`src/rtl/cpu_pkg.sv`:
```
// Package shared by the fetch and decode stages: reset vector, NOP word,
// decode redirect encodings and the common 32-bit word type.
package cpu_pkg;

  typedef logic [31:0] word_t;

  localparam word_t RESET_PC = 32'hBFC0_0000;
  localparam word_t INST_NOP = 32'h0000_0000;

  // Redirect kind driven by decode on C1
  typedef enum logic [1:0] {
    C1_NONE = 2'b00,  // sequential fetch
    C1_BR   = 2'b01,  // PC-relative branch taken (jmpAddr = offset<<2)
    C1_J    = 2'b10,  // J/JAL region jump (jmpAddr absolute)
    C1_JR   = 2'b11   // register jump (jmpAddr absolute)
  } c1_e;

  // A fetch address is word aligned when its two low bits are zero
  function automatic logic is_misaligned(input word_t addr);
    return addr[1:0] != 2'b00;
  endfunction

endpackage

```
`src/rtl/fetch_stage_if.sv`:
```
// Bundle of signals between fetch, decode and the instruction SRAM.
// Optional FETCH_ADEL_CHECK_EN adds the address-error flag and the
// captured misaligned fetch address.
interface fetch_stage_if;
  import cpu_pkg::*;

  // decode -> fetch
  logic        allowIN;
  logic [1:0]  C1;
  word_t       jmpAddr;
  word_t       id_pc;
  // fetch <-> instruction SRAM
  logic        inst_sram_en;
  word_t       inst_sram_addr;
  word_t       inst_sram_rdata;
  // fetch -> decode
  word_t       PC;
  word_t       instruction;
  logic        fs_valid;
`ifdef FETCH_ADEL_CHECK_EN
  logic        adel;
  word_t       badvaddr;
`endif

  // Fetch stage side
  modport master (
    input  allowIN, C1, jmpAddr, id_pc, inst_sram_rdata,
`ifdef FETCH_ADEL_CHECK_EN
    output adel, badvaddr,
`endif
    output inst_sram_en, inst_sram_addr, PC, instruction, fs_valid
  );

  // Decode / SRAM side
  modport slave (
    output allowIN, C1, jmpAddr, id_pc, inst_sram_rdata,
`ifdef FETCH_ADEL_CHECK_EN
    input  adel, badvaddr,
`endif
    input  inst_sram_en, inst_sram_addr, PC, instruction, fs_valid
  );

endinterface

```
`src/rtl/fetch_stage_next_pc_gen.sv`:
```
// Combinational next-PC selection from the current fetch PC and the
// redirect request coming back from decode. All sums wrap mod 2^32.
module next_pc_gen
  import cpu_pkg::*;
(
  input  word_t       fs_pc,
  input  word_t       id_pc,
  input  logic [1:0]  C1,
  input  word_t       jmpAddr,
  output word_t       next_pc
);

  // Pick sequential, branch-relative or absolute target
  always_comb begin
    next_pc = fs_pc + 32'd4;
    case (c1_e'(C1))
      C1_NONE: next_pc = fs_pc + 32'd4;
      // Branch is relative to the delay slot, i.e. the branch PC + 4
      C1_BR:   next_pc = id_pc + 32'd4 + jmpAddr;
      C1_J:    next_pc = jmpAddr;
      C1_JR:   next_pc = jmpAddr;
      default: next_pc = fs_pc + 32'd4;
    endcase
  end

endmodule

```
`src/rtl/fetch_stage.sv`:
```
// Instruction-fetch stage: owns the fetch PC, drives the synchronous
// instruction SRAM and buffers read data while decode is stalled.
// Optional macro FETCH_ADEL_CHECK_EN enables misaligned-fetch detection.
module fetch_stage #(
  parameter logic [31:0] RESET_PC = cpu_pkg::RESET_PC,
  parameter logic [31:0] INST_NOP = cpu_pkg::INST_NOP
) (
  input  logic           clk,
  input  logic           rst,   // asynchronous, active low
  fetch_stage_if.master  bus
);
  import cpu_pkg::*;

  word_t fs_pc_reg;
  logic  fs_valid_reg;
  word_t hold_buf_reg;
  logic  hold_valid_reg;
  word_t next_pc;
  logic  next_bad;

  next_pc_gen u_next_pc_gen (
    .fs_pc   (fs_pc_reg),
    .id_pc   (bus.id_pc),
    .C1      (bus.C1),
    .jmpAddr (bus.jmpAddr),
    .next_pc (next_pc)
  );

`ifdef FETCH_ADEL_CHECK_EN
  logic  adel_reg;
  word_t badvaddr_reg;
  assign next_bad = is_misaligned(next_pc);
`else
  assign next_bad = 1'b0;
`endif

  // A read is issued only when decode accepts, out of reset, and the
  // target is usable; a misaligned target never reaches the SRAM.
  assign bus.inst_sram_en   = bus.allowIN & rst & ~next_bad;
  assign bus.inst_sram_addr = next_pc;
  assign bus.PC             = fs_pc_reg;
  assign bus.fs_valid       = fs_valid_reg;

`ifdef FETCH_ADEL_CHECK_EN
  assign bus.adel     = adel_reg;
  assign bus.badvaddr = badvaddr_reg;
`endif

  // Decode sees NOP when empty, the held word after a stall, else live SRAM data
  always_comb begin
    bus.instruction = bus.inst_sram_rdata;
    if (!fs_valid_reg) begin
      bus.instruction = INST_NOP;
`ifdef FETCH_ADEL_CHECK_EN
    end else if (adel_reg) begin
      bus.instruction = INST_NOP;
`endif
    end else if (hold_valid_reg) begin
      bus.instruction = hold_buf_reg;
    end
  end

  // Stage registers: advance on allowIN, otherwise capture SRAM data once
  always_ff @(posedge clk or negedge rst) begin
    if (!rst) begin
      fs_pc_reg      <= RESET_PC - 32'd4;
      fs_valid_reg   <= 1'b0;
      hold_buf_reg   <= '0;
      hold_valid_reg <= 1'b0;
    end else if (bus.allowIN) begin
      fs_pc_reg      <= next_pc;
      fs_valid_reg   <= 1'b1;
      hold_valid_reg <= 1'b0;
    end else if (!hold_valid_reg) begin
      // Read data is only valid the cycle after the read; keep it for decode
      hold_buf_reg   <= bus.inst_sram_rdata;
      hold_valid_reg <= 1'b1;
    end
  end

`ifdef FETCH_ADEL_CHECK_EN
  // Address-error flag and faulting address, updated on every advance
  always_ff @(posedge clk or negedge rst) begin
    if (!rst) begin
      adel_reg     <= 1'b0;
      badvaddr_reg <= '0;
    end else if (bus.allowIN) begin
      adel_reg <= next_bad;
      if (next_bad) begin
        badvaddr_reg <= next_pc;
      end
    end
  end
`endif

endmodule

```
`src/flat_wrapper.sv`:
```
// flat-port wrapper written by rule: the top's interface ports become plain ports
module fetch_stage_flat import cpu_pkg::*;
#(
  parameter logic [31:0] RESET_PC = cpu_pkg::RESET_PC,
  parameter logic [31:0] INST_NOP = cpu_pkg::INST_NOP
)
  (clk, rst, bus_allowIN, bus_C1, bus_jmpAddr, bus_id_pc, bus_inst_sram_rdata, bus_inst_sram_en, bus_inst_sram_addr, bus_PC, bus_instruction, bus_fs_valid);
  fetch_stage_if bus_i ();
  input  logic clk;
  input  logic rst;
  input wire logic [$bits(bus_i.allowIN)-1:0] bus_allowIN;
  input wire logic [$bits(bus_i.C1)-1:0] bus_C1;
  input wire logic [$bits(bus_i.jmpAddr)-1:0] bus_jmpAddr;
  input wire logic [$bits(bus_i.id_pc)-1:0] bus_id_pc;
  input wire logic [$bits(bus_i.inst_sram_rdata)-1:0] bus_inst_sram_rdata;
  output wire logic [$bits(bus_i.inst_sram_en)-1:0] bus_inst_sram_en;
  output wire logic [$bits(bus_i.inst_sram_addr)-1:0] bus_inst_sram_addr;
  output wire logic [$bits(bus_i.PC)-1:0] bus_PC;
  output wire logic [$bits(bus_i.instruction)-1:0] bus_instruction;
  output wire logic [$bits(bus_i.fs_valid)-1:0] bus_fs_valid;
  assign bus_i.allowIN = bus_allowIN;
  assign bus_i.C1 = bus_C1;
  assign bus_i.jmpAddr = bus_jmpAddr;
  assign bus_i.id_pc = bus_id_pc;
  assign bus_i.inst_sram_rdata = bus_inst_sram_rdata;
  assign bus_inst_sram_en = bus_i.inst_sram_en;
  assign bus_inst_sram_addr = bus_i.inst_sram_addr;
  assign bus_PC = bus_i.PC;
  assign bus_instruction = bus_i.instruction;
  assign bus_fs_valid = bus_i.fs_valid;
  fetch_stage #(.RESET_PC(RESET_PC), .INST_NOP(INST_NOP)) u_core (.clk(clk), .rst(rst), .bus(bus_i));
endmodule
```
`config.mk`:
```
export PLATFORM = sky130hd
export DESIGN_NAME = fetch_stage_flat
export DESIGN_NICKNAME = d
export VERILOG_FILES = /design/src/rtl/cpu_pkg.sv /design/src/rtl/fetch_stage_if.sv /design/src/rtl/fetch_stage_next_pc_gen.sv /design/src/rtl/fetch_stage.sv /design/src/flat_wrapper.sv
export SDC_FILE = /design/constraint.sdc
export NUM_CORES = 1
export LEC_CHECK = 0
export BUFFER_PORTS_ARGS = -buffer_cell sky130_fd_sc_hd__buf_2
export CAP_MARGIN = 20
export CORE_UTILIZATION = 50
export DETAILED_ROUTE_END_ITERATION = 12
export PLACE_DENSITY = 0.79
export SLEW_MARGIN = 20
export SYNTH_ARGS = -nofsm -noshare
export SYNTH_HDL_FRONTEND = slang
export SYNTH_SLANG_ARGS = --single-unit
```
`constraint.sdc`:
```
create_clock -name clk -period 9.7 [get_ports clk]
set_input_delay 1.455 -clock clk [delete_from_list [all_inputs] [get_ports clk]]
set_output_delay 1.455 -clock clk [all_outputs]
set_load 0.02 [all_outputs]
```
==> summary.md <==
| Metric | Value |
|---|---|
| Status | finished clean |
| RSZ-0062 raised after global routing | no |
| Buffers added on ports | 198 |
| Dpl cells | 1052 |
| Critical Path Sink Type | output port |
| Number of DRC markers in iteration 0 | 301 |
| Post-synthesis cell count | 714 |
| Worst r2r src | u_core.bus.PC[2]$_DFFE_PN1P_ |
| Top cells by area, synth | dfrtp_1, ha_1, dfstp_2, mux2_2, mux2i_1 |
| Post_cts resized | 0 |
| Largest net degree at the start of global routing | 68 |
| Startpoint types | input pin |
| Reg2reg path depth | 10 |
| Finished Cell Area | 7834 sq um |
| IO Pins | 199 |
| Area Overhead vs Synth | 21.31% |
| TritonRoute pass-1 iters | 5 |
| Leakage power | 3.752 nW |
| CP Depth | 14 |
| Post-Place Setup Slack | 3.855 ns |
| Clock buffer count from CTS | 9 |
| Number of global-route vias before repair | 5623 |
| Kind of cell adding the most delay to the critical path | compound AO/OA/AOI/OAI gates |
| Clock Latency Late Sink | 0.35 ns |
| First-pass GRT wire length | 27320 um |
| Post-synth EDFFs | 0 |
| Period Utilization, post-route | 60.26% |
| Final Worst Setup Slack | 3.855 ns |
| H-tree levels | 3 |
| Residual DRC | 0 |
| CP Cell Sequence | buf_2 -> ha_1 -> ha_1 -> fa_1 -> a21oi_2 -> o221ai_2 -> a221oi_2 -> nor3_1 -> o41ai_2 -> xor2_1 -> nand2_1 -> o211ai_1 -> nand2_1 -> buf_2 |
| Highest ir drop seen on vdd | 0.1396 mV |
| Worst-margin pin slew | 0.9709 ns |
| Seq/Total Area, Yosys | 26.12% |
| Hold path depth | 2 |
| Final Hold Fails | 0 |
| Core Area | 12620 sq um |
| # hold bufs at CTS | 0 |
| Max Freq | 171.1 MHz |
| Max-cap violations | 0 |
| Yosys top cell by area | dfrtp_1 |
| Classification of the worst setup path | input pin to output port |
| CTS Buffer Depth | 2 |
| Ys async rst share | 100.0% |
| Grt ovf | 0 |
| Nets | 1055 |
| GRT Resource Usage Total | 26.34% |
| CTS tree | built |
| RePlAce Congestion | 0.9520 |
| Synth Flop Type | dfrtp_1 |
| Worst setup path startpoint | bus_id_pc[1] |
| Vias per cell | 5.646 |
| Clock root buffer | clkbuf_16 |
| Largest stage delay, worst path | 0.43 ns |
| Placed inst area | 7528 sq um |
| Initial Utilization | 51.17% |
| Total power | 1.233 mW |
| FF+latch count, synth | 66 |
| Total wire length | 17330 um |
| Via count | 6030 |
| Layout Skew | 0.01247 ns |
| Mean Syn Cell Area | 9.044 sq um |
| Reg2reg end | u_core.bus.PC[28]$_DFFE_PN1P_ |
| Chip width | 115.6 um |
| Die Ht | 115.6 um |
| CP Capture Point | bus_inst_sram_addr[19] |
| Slowest-stage cell, CP | fa_1 |
| Post-CTS setup buffers | 0 |
| Max-slew headroom | 35.27% |
| Critical Path AT | 4.39 ns |
| # setup viols final | 0 |
| Clock slew at reported path FFs | 0.07 ns |
| Final HPWL DP | 13170 um |
| Clock Sink Count | 66 |
| CP Data Required Time | 8.25 ns |
| Layout cell share with drive strength beyond 1 | 37.61% |
| Die area | 13370 sq um |
| Slew Limit Fails | 0 |
| Synth warnings | 0 |
| Std cell rows | 41 |
| Post-synth net total | 878 |
| Min Clock Period, post-route | 5.845 ns |
| CP Buf/Inv Count | 2 |
| ANT cells | 0 |
| Initial antenna violation count | 0 |
| Cell Pwr Density | 157.5 nW/um^2 |
| Worst min path class | flop to flop |
| Mapped Area | 6457 sq um |
| Maximum fanout along the worst path | 3 |
| Non-filler instance count after layout | 1068 |
| WL/cell | 16.22 um |
| Yosys top cell area share | 14.73% |
| Fin Setup TNS | 0 ns |
| Yosys cell types | 70 |
| Final ANT Viol Nets | 0 |
| R2r setup slk | 7.02 ns |
cell usage after synthesis, types with 3 or more instances:
cell,instances
xor2_1,22
a21oi_2,6
a211o_1,3
and4_1,3
o21ai_0,32
o21bai_1,3
nor2_1,36
nor3_1,6
o21ai_1,7
mux2i_1,37
buf_6,4
nand2b_1,4
nor2b_1,34
a211oi_1,7
a31oi_1,8
o31ai_1,3
nand2_1,69
mux2_2,55
o21ai_2,4
and3_1,9
a21o_1,14
nand4_1,11
a21oi_4,3
clkbuf_1,22
xnor2_1,30
inv_1,24
buf_2,3
a21oi_1,40
ha_1,62
buf_1,7
dfrtp_1,38
and2_1,4
o211ai_1,5
o21a_1,4
nand3_1,22
dfstp_2,28
layout make-up:
class / count / area (sq um)
multi-input combinational: 587 / 4507
clock inverter: 4 / 48.80
inverter: 24 / 90.09
tap: 172 / 215.2
sequential: 66 / 1688
timing repair buffer: 203 / 1028
clock buffer: 12 / 256.5
fill: 1118 / 4786
per-stage QoR:
stage,util [%],hold slack (ns)
6_report,62.08,0.5029
5_1_grt,62.08,0.5197
4_1_cts,62.08,0.4995
3_5_place_dp,59.66,0.4911
3_3_place_gp,59.66,0.4868
2_1_floorplan,-,0.4805
where the power goes:
part / leakage [nW] / internal, mW / total, mW / switching [mW]
sequential: 0.736 / 0.336 / 0.383 / 0.0476
combinational: 2.86 / 0.208 / 0.503 / 0.295
clock: 0.153 / 0.213 / 0.347 / 0.134
placed cells by master, fill, tap and decap left out, types with 5 or more instances in the layout:
cell type	n
nand3_1	22
o211ai_1	5
inv_1	24
nor2_1	35
nor2b_1	34
mux2i_1	37
dfrtp_1	37
ha_1	62
xor2_1	22
clkbuf_16	9
nor3_1	6
a31oi_1	8
nand2_1	69
buf_2	198
a21o_1	14
dfstp_2	28
nand4_1	11
a21oi_2	6
o21ai_1	7
mux2_2	55
and3_1	9
buf_4	5
a211oi_1	7
o21ai_0	32
a21oi_1	40
xnor2_1	30
worst min-delay path, delay by kind of cell (launching register included):
family,cells,cell delay (ns)
flops,1,0.39
compound gates,1,0.06
simple gates,1,0.05
how the worst min path moves through the flow:
stage	start	end
global placement	u_core.bus.PC[27]$_DFFE_PN1P_	u_core.bus.PC[27]$_DFFE_PN1P_
detailed placement	u_core.bus.PC[27]$_DFFE_PN1P_	u_core.bus.PC[27]$_DFFE_PN1P_
floorplan	u_core.hold_buf_reg[13]$_DFFE_PN0N_	u_core.hold_buf_reg[13]$_DFFE_PN0N_
global route	u_core.hold_buf_reg[28]$_DFFE_PN0N_	u_core.hold_buf_reg[28]$_DFFE_PN0N_
finish	u_core.bus.PC[27]$_DFFE_PN1P_	u_core.bus.PC[27]$_DFFE_PN1P_
CTS	u_core.bus.PC[27]$_DFFE_PN1P_	u_core.bus.PC[27]$_DFFE_PN1P_
routing by layer:
| metal | part of all wire [%] | vias up | track usage (%) |
|---|---|---|---|
| li1 | - | 2940 | - |
| met1 | 42 | 2819 | 32.16 |
| met2 | 47 | 225 | 44.55 |
| met3 | 6.6 | 46 | 5.544 |
| met4 | 3.6 | 0 | 12.22 |
| met5 | 0 | - | 0 |
cells by family after synthesis:
kind of cell | synth area share (%)
AOI/OAI and AO/OA | 17.63
xor gates and xnor gates | 7.053
adders and majority gates | 12.32
buffers and inverters | 4.127
DFF | 26.12
muxes | 15.56
and+or+nand+nor | 17.19
Power figures use the tool's default switching activity.
